[src/rtl/grf_wb_arbiter.sv]
// Round-robin write-back arbiter for the general register file's single write port.
// Define GRF_ARB_TRACE_EN to print each committed write and same-address collisions.
module grf_wb_arbiter #(
    parameter int NREQ  = 3,
    parameter int PTR_W = 2
) (
    input  logic              clk,
    input  logic              resetn,
    input  logic              hold,
    input  logic [NREQ-1:0]   req_valid,
    output logic [NREQ-1:0]   req_ready,
    input  logic [5*NREQ-1:0] req_addr,
    input  logic [32*NREQ-1:0] req_data,
    input  logic [32*NREQ-1:0] req_pc,
    output logic [4:0]        grf_waddr,
    output logic [31:0]       grf_wdata,
    output logic [31:0]       grf_wpc,
    input  logic [4:0]        rd_addr1,
    input  logic [4:0]        rd_addr2,
    output logic              busy1,
    output logic              busy2,
    output logic              fwd_valid1,
    output logic              fwd_valid2,
    output logic [31:0]       fwd_data1,
    output logic [31:0]       fwd_data2
);

    logic [4:0]       addr_a [NREQ];
    logic [31:0]      data_a [NREQ];
    logic [31:0]      pc_a   [NREQ];
    logic [NREQ-1:0]  zero_drop;
    logic [NREQ-1:0]  elig;
    logic [NREQ-1:0]  hit1;
    logic [NREQ-1:0]  hit2;
    logic [NREQ-1:0]  gnt_onehot;
    logic             gnt_vld;
    logic [PTR_W-1:0] gnt_idx;
    logic [PTR_W-1:0] cand;

    logic [PTR_W-1:0] ptr_d, ptr_q;
    logic [4:0]       waddr_d, waddr_q;
    logic [31:0]      wdata_d, wdata_q;
    logic [31:0]      wpc_d, wpc_q;

    for (genvar i = 0; i < NREQ; i++) begin : g_req
        assign addr_a[i]    = req_addr[5*i +: 5];
        assign data_a[i]    = req_data[32*i +: 32];
        assign pc_a[i]      = req_pc[32*i +: 32];
        // Writes to x0 are accepted and thrown away without touching arbitration.
        assign zero_drop[i] = req_valid[i] & (addr_a[i] == 5'd0);
        assign elig[i]      = req_valid[i] & (addr_a[i] != 5'd0) & ~hold;
        assign hit1[i]      = req_valid[i] & (addr_a[i] == rd_addr1);
        assign hit2[i]      = req_valid[i] & (addr_a[i] == rd_addr2);
    end

    always_comb begin
        gnt_vld = 1'b0;
        gnt_idx = '0;
        cand    = ptr_q;
        for (int k = 0; k < NREQ; k++) begin
            cand = (cand == PTR_W'(NREQ - 1)) ? '0 : cand + 1'b1;
            if (!gnt_vld && elig[cand]) begin
                gnt_vld = 1'b1;
                gnt_idx = cand;
            end
        end
        gnt_onehot = '0;
        for (int i = 0; i < NREQ; i++) begin
            gnt_onehot[i] = gnt_vld & (gnt_idx == PTR_W'(i));
        end
    end

    assign req_ready = resetn ? (zero_drop | gnt_onehot) : '0;

    always_comb begin
        ptr_d   = ptr_q;
        waddr_d = 5'd0;
        wdata_d = wdata_q;
        wpc_d   = wpc_q;
        if (gnt_vld) begin
            ptr_d   = gnt_idx;
            waddr_d = addr_a[gnt_idx];
            wdata_d = data_a[gnt_idx];
            wpc_d   = pc_a[gnt_idx];
        end
    end

    always_ff @(posedge clk or negedge resetn) begin
        if (!resetn) begin
            ptr_q   <= PTR_W'(NREQ - 1);
            waddr_q <= 5'd0;
            wdata_q <= 32'd0;
            wpc_q   <= 32'd0;
        end else begin
            ptr_q   <= ptr_d;
            waddr_q <= waddr_d;
            wdata_q <= wdata_d;
            wpc_q   <= wpc_d;
        end
    end

    assign grf_waddr = waddr_q;
    assign grf_wdata = wdata_q;
    assign grf_wpc   = wpc_q;

    // A pending request outranks the output stage: its value is newer than what is about to commit.
    assign busy1      = (rd_addr1 != 5'd0) & (|hit1);
    assign busy2      = (rd_addr2 != 5'd0) & (|hit2);
    assign fwd_valid1 = (rd_addr1 != 5'd0) & (rd_addr1 == waddr_q) & ~busy1;
    assign fwd_valid2 = (rd_addr2 != 5'd0) & (rd_addr2 == waddr_q) & ~busy2;
    assign fwd_data1  = fwd_valid1 ? wdata_q : 32'd0;
    assign fwd_data2  = fwd_valid2 ? wdata_q : 32'd0;

`ifdef GRF_ARB_TRACE_EN
    always @(posedge clk) begin
        if (resetn && waddr_q != 5'd0) begin
            $display("%0t@%h: %0d <= %h", $time, wpc_q, waddr_q, wdata_q);
        end
        if (resetn) begin
            for (int i = 0; i < NREQ; i++) begin
                for (int j = i + 1; j < NREQ; j++) begin
                    if (req_valid[i] && req_valid[j] && addr_a[i] != 5'd0 && addr_a[i] == addr_a[j]) begin
                        $display("%0t warning: requesters %0d and %0d both target r%0d", $time, i, j, addr_a[i]);
                    end
                end
            end
        end
    end
`endif

endmodule

[config.mk]
export PLATFORM = sky130hd
export DESIGN_NAME = grf_wb_arbiter
export DESIGN_NICKNAME = d
export VERILOG_FILES = /design/src/rtl/grf_wb_arbiter.sv
export SDC_FILE = /design/constraint.sdc
export NUM_CORES = 1
export LEC_CHECK = 0
export CORE_AREA = 2 2 142 144
export DETAILED_ROUTE_END_ITERATION = 10
export DIE_AREA = 0 0 144 146
export GPL_ROUTABILITY_DRIVEN = 0
export PLACE_DENSITY_LB_ADDON = 0.05
export RECOVER_POWER = 100
export SKIP_LAST_GASP = 1
export SYNTH_ARGS = -nofsm -noshare
export SYNTH_HDL_FRONTEND = slang
export SYNTH_SLANG_ARGS = --single-unit
[constraint.sdc]
create_clock -name clk -period 6.63 [get_ports clk]
set_input_delay 1.326 -clock clk [delete_from_list [all_inputs] [get_ports clk]]
set_output_delay 1.326 -clock clk [all_outputs]
set_load 0.005 [all_outputs]
* Word-level counts from Yosys, hierarchy flattened
Cells that the tools add are included.
Storage, ports and cells: register bits 71, input port bits 223, logic and storage cells 96
Operators by class: equality and inequality tests 13, multiplexer cells 28, $add $sub $neg 3, reductions and logical operators 15, bitwise gates (word level) 29, order comparisons 4
Operators with widths (number):
- 32-bit two-way mux | 6
- 32-bit binary-select mux with 2-bit select | 2
- 5-bit == test | 8
- 5-bit nonzero test | 5
- 1-bit AND | 24
- 5-bit logical NOT | 3
- 5-bit two-way mux | 3
- 2-bit two-way mux | 6
- 5-bit binary-select mux with 2-bit select | 1
- 2-bit by 3-bit < comparator with 1-bit output (second input constant) | 3
- 2-bit == test (second input constant) | 4
- 2-bit by 1-bit adder with 2-bit output (second input constant) | 3
- 1-bit binary-select mux with 2-bit select | 3
- 1-bit two-way mux | 6
- 3-bit OR reduction | 2
- 3-bit greater-or-equal comparator (second input constant) | 1
- 3-bit two-way mux | 1
- 1-bit NOT | 3
- 2-bit NOT with 3-bit output | 1
- 3-bit bitwise OR | 1
- 2-bit by 1-bit == test with 1-bit output (second input constant) | 1
- 1-bit logical AND | 2
- 1-bit logical NOT | 2
- 2-bit logical NOT | 1

* Longest topological paths before layout
Gate-level depths: netlist of run 1.
depth after elaboration 17, mapped depth 7

* Worst setup path before layout of run 1
Ideal clock, no wire load.
kind input to output, start in req_addr[6], end out req_ready[2], path slack 2364 ps, cell stages on the path 7, buffers on the path 2, arrival 2940 ps, data required time 5304 ps, path through or4_1 -> o21ai_2 -> o21ai_1 -> a211o_1 -> clkbuf_1 -> buf_2 -> a21boi_1
Between the ends: cells in the longest elaborated chain, start to end 16
RTL lines:
- start, declared | RTL line 12 | input logic [5*NREQ-1:0] req_addr,
- 5-bit nonzero test (*) | RTL line 51 | assign elig[i] = req_valid[i] & (addr_a[i] != 5'd0) & ~hold;
- 1-bit AND (*) (2 in series) | RTL line 51
- 1-bit binary-select mux with 2-bit select | RTL line 62 | if (!gnt_vld && elig[cand]) begin
- 1-bit two-way mux (implied by the code) | RTL line 62
- 1-bit two-way mux | RTL line 62
- 1-bit logical NOT | RTL line 62
- 1-bit logical AND | RTL line 62
- 1-bit two-way mux | RTL line 62
- 1-bit logical NOT | RTL line 62
- 1-bit logical AND | RTL line 62
- 2-bit two-way mux | RTL line 62
- 2-bit == test | RTL line 69 | gnt_onehot[i] = gnt_vld & (gnt_idx == PTR_W'(i));
- 1-bit AND (*) | RTL line 69
- 3-bit bitwise OR (*) | RTL line 73 | assign req_ready = resetn ? (zero_drop | gnt_onehot) : '0;
- 3-bit two-way mux (*) | RTL line 73
- end, declared | RTL line 11 | output logic [NREQ-1:0] req_ready,
Mark *: on every way between the ends. The rest lies on a longest branch, timed or not. The select of a mux whose other input is x is not followed.

* Worst setup path after layout of run 1
start in req_addr[11], end out req_ready[1]
Between the ends: cells in the longest elaborated chain, start to end 16
RTL lines (RTL line):
- 5-bit nonzero test (*) | 51
- 1-bit AND (*) (2 in series) | 51
- 1-bit binary-select mux with 2-bit select | 62
- 1-bit two-way mux (implied by the code) | 62
- 1-bit two-way mux | 62
- 1-bit logical NOT | 62
- 1-bit logical AND | 62
- 1-bit two-way mux | 62
- 1-bit logical NOT | 62
- 1-bit logical AND | 62
- 2-bit two-way mux | 62
- 2-bit by 1-bit == test with 1-bit output | 69
- 1-bit AND (*) | 69
- 3-bit bitwise OR (*) | 73
- 3-bit two-way mux (*) | 73
Marks and branches as above.

==> summary.md, run 1 <==
| Metric | Value |
|---|---|
| Outcome | complete, but fails checks |
| Failing checks | capacitance limit, slew limit |
| Final setup margin | 0.769 ns |
| Setup violations, final | 0 |
| Total GRT Usage | 0.210 |
| FF-to-FF End | grf_wpc[7] |
| Die height | 146 µm |
| Cts repair resizes | 0 |
| Post-Synthesis Cells | 586 |
| TritonCTS clock tree | done |
| Met1 GRT Util | 0.253 |
| H-Tree Depth | 3 |
| DRT iter0 DRCs | 191 |
| Busiest grt layer | met2 |
| Post-route cell area | 9040 µm² |
| Clock buffers created by TritonCTS | 9 |
| First-pass GRT wire length | 33.8 mm |
| Vias | 5,692 |
| Seq cells post-synth | 71 |
| Pre-CTS WS | 0.983 ns |
| Slowest CP cell | dlygate4sd3_1 |
| Crit path capture type | primary output |
| Slew @ Worst Pin | 2.78 ns |
| Crit-path max FO | 20 |
| Pin count of the biggest net entering global routing | 55 |
| Pleak | 4.05 nW |
| Sw Ratio | 0.311 |
| Worst Path Required | 5.30 ns |
| Yosys warning count | 0 |
| R2R Path Start | ptr_q[1] |
| Sw Pwr | 0.523 mW |
| Post-detailed-route wirelength per cell | 19.3 µm |
| Clk slew on worst S/H paths | 0.06 ns |
| Endpoint, Worst Hold | grf_wpc[31] |
| Synthesized-area fraction occupied by adder cells | 0 |
| Power per cell area | 186 nW/µm² |
| Starting Density | 0.280 |
| CORE AREA | 19,300 µm² |
| Post-DRT Antenna Nets | 0 |
| Clock power share | 0.302 |
| GR Util met2 | 0.366 |
| Hold_buf cts | 0 |
| Internal Power | 1.16 mW |
| Synth Flop Type | dfrtp_1 |
| # IOs | 363 |
| Post-Synthesis Net Count | 809 |
| Grt total ovfl | 0 |
| Core Util, Final | 0.467 |
| Post-CTS setup buffers | 0 |
| Syn_area_per_cell | 9.25 µm² |
| Minimum clock period | 5.86 ns |
| Dpl cell area | 9140 µm² |
| Die span in x | 144 µm |
| Die footprint | 21,000 µm² |
| Critical path class | in -> out |
| Part of the power in registers | 0.342 |
| R2R Setup Slk | 3.87 ns |
| Synth unique cells | 38 |
| Share of post-route cells with drive strength above 1 | 0.0348 |
| Arr. time, crit path | 4.53 ns |
| Vias in the first global route | 5,754 |
| Site Rows | 51 |
| Async S/R FF share, synth | 1.00 |
| Clk Latency, worst-skew pair | 0.34 ns |
| Worst vdd rail ir drop | 0.000110 V |
| Post-synthesis compound-gate area fraction | 0.204 |
| Fin. Hold Viols | 0 |
| Layout Nets | 1,138 |
| Initial antenna violation count | 1 |
| Hold Path Stages | 2 |
| Clock Tree Buf Depth | 2 |
| Root Buffer | clkbuf_16 |
| Relative max-transition margin | -0.856 |
| Critical Path Source Type | primary input |
| Max stage delay on crit path | 0.62 ns |
| Drt pass-1 iters | 5 |
| Hold path startpoint | grf_wpc[31] |
| Commonest non-fill, non-tap cell in the layout | clkdlybuf4s50_1 |
| Most frequent cells in the layout | clkdlybuf4s50_1, dlygate4sd3_1, inv_1 |
| Critical path, cell by cell | dlygate4sd3_1 > or4_1 > o2111a_1 > nor4_1 > buf_4 > a21oi_1 > nor2b_1 > dlygate4sd3_1 |
| Post-synthesis xor/xnor area fraction | 0.0646 |
| Final period utilization | 0.884 |
| Layout area overhead | 66.7% |
| RSZ-0062 raised after global routing | no |
| Total of max-cap violations | 3 |
| Port bufs | 362 |
| Hold crit path type | reg -> reg |
| R2R depth | 5 |
| Largest family of logic cells by synthesized area | compound AO/OA/AOI/OAI gates |
| Post-synthesis mux area share | 0.127 |
| CTS Sinks | 71 |
| M3 GR Usage | 0.0523 |
| Post-Syn Area | 5420 µm² |
| Comb pwr share | 0.357 |
| Post-DP HPWL | 17.4 mm |
| Post-DR vias/cell | 4.80 |
| Clock Skews | 0.0101 ns |
| Sequential element share of the synthesized area | 0.328 |
| Fin Hold WS | 0.481 ns |
| Drt drc | 0 |
| Synth Area in Simple Gates | 0.143 |
| Setup TNS | 0 ns |
| Kind of cell adding the most delay to the critical path | buffers and inverters |
| Routed wire length | 22.9 mm |
| CP most frequent cell | dlygate4sd3_1 |
| Post-synth EDFFs | 0 |
| Fmax achieved | 0.171 GHz |
| Max Slew Vio Count | 126 |
| Worst path bufs/invs | 3 |
-- worst max path at each step --
stage                      start           end  slack (ns)  depth (start not counted)
floorplan            req_addr[6]  req_ready[2]        2.36                          7
global placement     rd_addr1[0]  fwd_data1[8]        1.05                          7
detailed placement   rd_addr1[3]  fwd_data1[8]        0.98                          7
CTS                  rd_addr1[3]  fwd_data1[8]        0.96                          7
global route              resetn  req_ready[0]        0.49                          4
finish              req_addr[11]  req_ready[1]        0.77                          8
-- per-stage QoR --
step                total power, mW  instances
CTS                            1.80       1185
detailed placement             1.28       1169
floorplan                     0.871        586
finish                         1.68       1186
global route                   1.78       1186
global placement               1.27       1169
-- sequential cells by signal, indices dropped and copies added (netlist names) --
| register | cells |
|---|---|
| ptr_q | 2 |
| grf_wpc | 32 |
| grf_wdata | 32 |
| grf_waddr | 5 |
-- kinds of logic after synthesis --
family | after synthesis
and+or+nand+nor | 166
buffers and inverters | 154
xor gates and xnor gates | 40
DFF | 71
AOI/OAI and AO/OA | 86
muxes | 69
-- routing by layer --
metal | up-vias | wire [µm]
met5 | - | 0
met4 | 0 | 495
met3 | 34 | 1900
met2 | 265 | 11500
met1 | 2699 | 8980
li1 | 2694 | -
-- power groups by stage --
| stage | Clock, mW | Sequential, mW | Combinational, mW |
|---|---|---|---|
| 2_1_floorplan | 0 | 0.576 | 0.295 |
| 3_3_place_gp | 0 | 0.582 | 0.692 |
| 3_5_place_dp | 0 | 0.584 | 0.696 |
| 4_1_cts | 0.521 | 0.579 | 0.699 |
| 5_1_grt | 0.539 | 0.586 | 0.653 |
| 6_report | 0.507 | 0.575 | 0.599 |
-- worst min-delay path: cells and delay by family (launching register included) --
| kind | cells | cell delay [ns] |
|---|---|---|
| simple gates | 1 | 0.05 |
| flops | 1 | 0.34 |
| compound gates | 1 | 0.06 |
-- area by class of cell --
type / count / area (µm²)
Fill cell: 1902 / 10300
Tap cell: 265 / 332
Sequential cell: 71 / 1780
Inverter: 102 / 383
Clock buffer: 11 / 253
Multi-Input combinational cell: 361 / 2560
Timing Repair Buffer: 370 / 3670
Clock inverter: 5 / 56.3
Antenna cell: 1 / 2.50
-- synth_stat cells (3+ instances only) --
cell type / number / area share
buf_12: 7 / 0.026
buf_2: 15 / 0.014
clkbuf_1: 29 / 0.020
dfrtp_1: 70 / 0.32
inv_1: 102 / 0.071
mux2i_1: 69 / 0.13
nand2_1: 67 / 0.046
nand3_1: 10 / 0.0092
nor2_1: 7 / 0.0048
nor3_1: 65 / 0.060
nor4_1: 8 / 0.0092
o21ai_0: 3 / 0.0028
o221ai_2: 63 / 0.17
o22ai_1: 5 / 0.0058
or4_1: 3 / 0.0042
xnor2_1: 10 / 0.016
xor2_1: 30 / 0.048
Note: power is estimated with default switching activity, not from simulation.
==> inputs of run 2 (changes only) <==
--- a/config.mk
+++ b/config.mk
@@ -6,6 +6,7 @@
 export NUM_CORES = 1
 export LEC_CHECK = 0
 export CORE_AREA = 2 2 142 144
+export CTS_CLUSTER_DIAMETER = 200
 export DETAILED_ROUTE_END_ITERATION = 10
 export DIE_AREA = 0 0 144 146
 export GPL_ROUTABILITY_DRIVEN = 0
==> results of run 2 <==
Same layout as run 1: the final DEF is identical, and so are final timing and power.
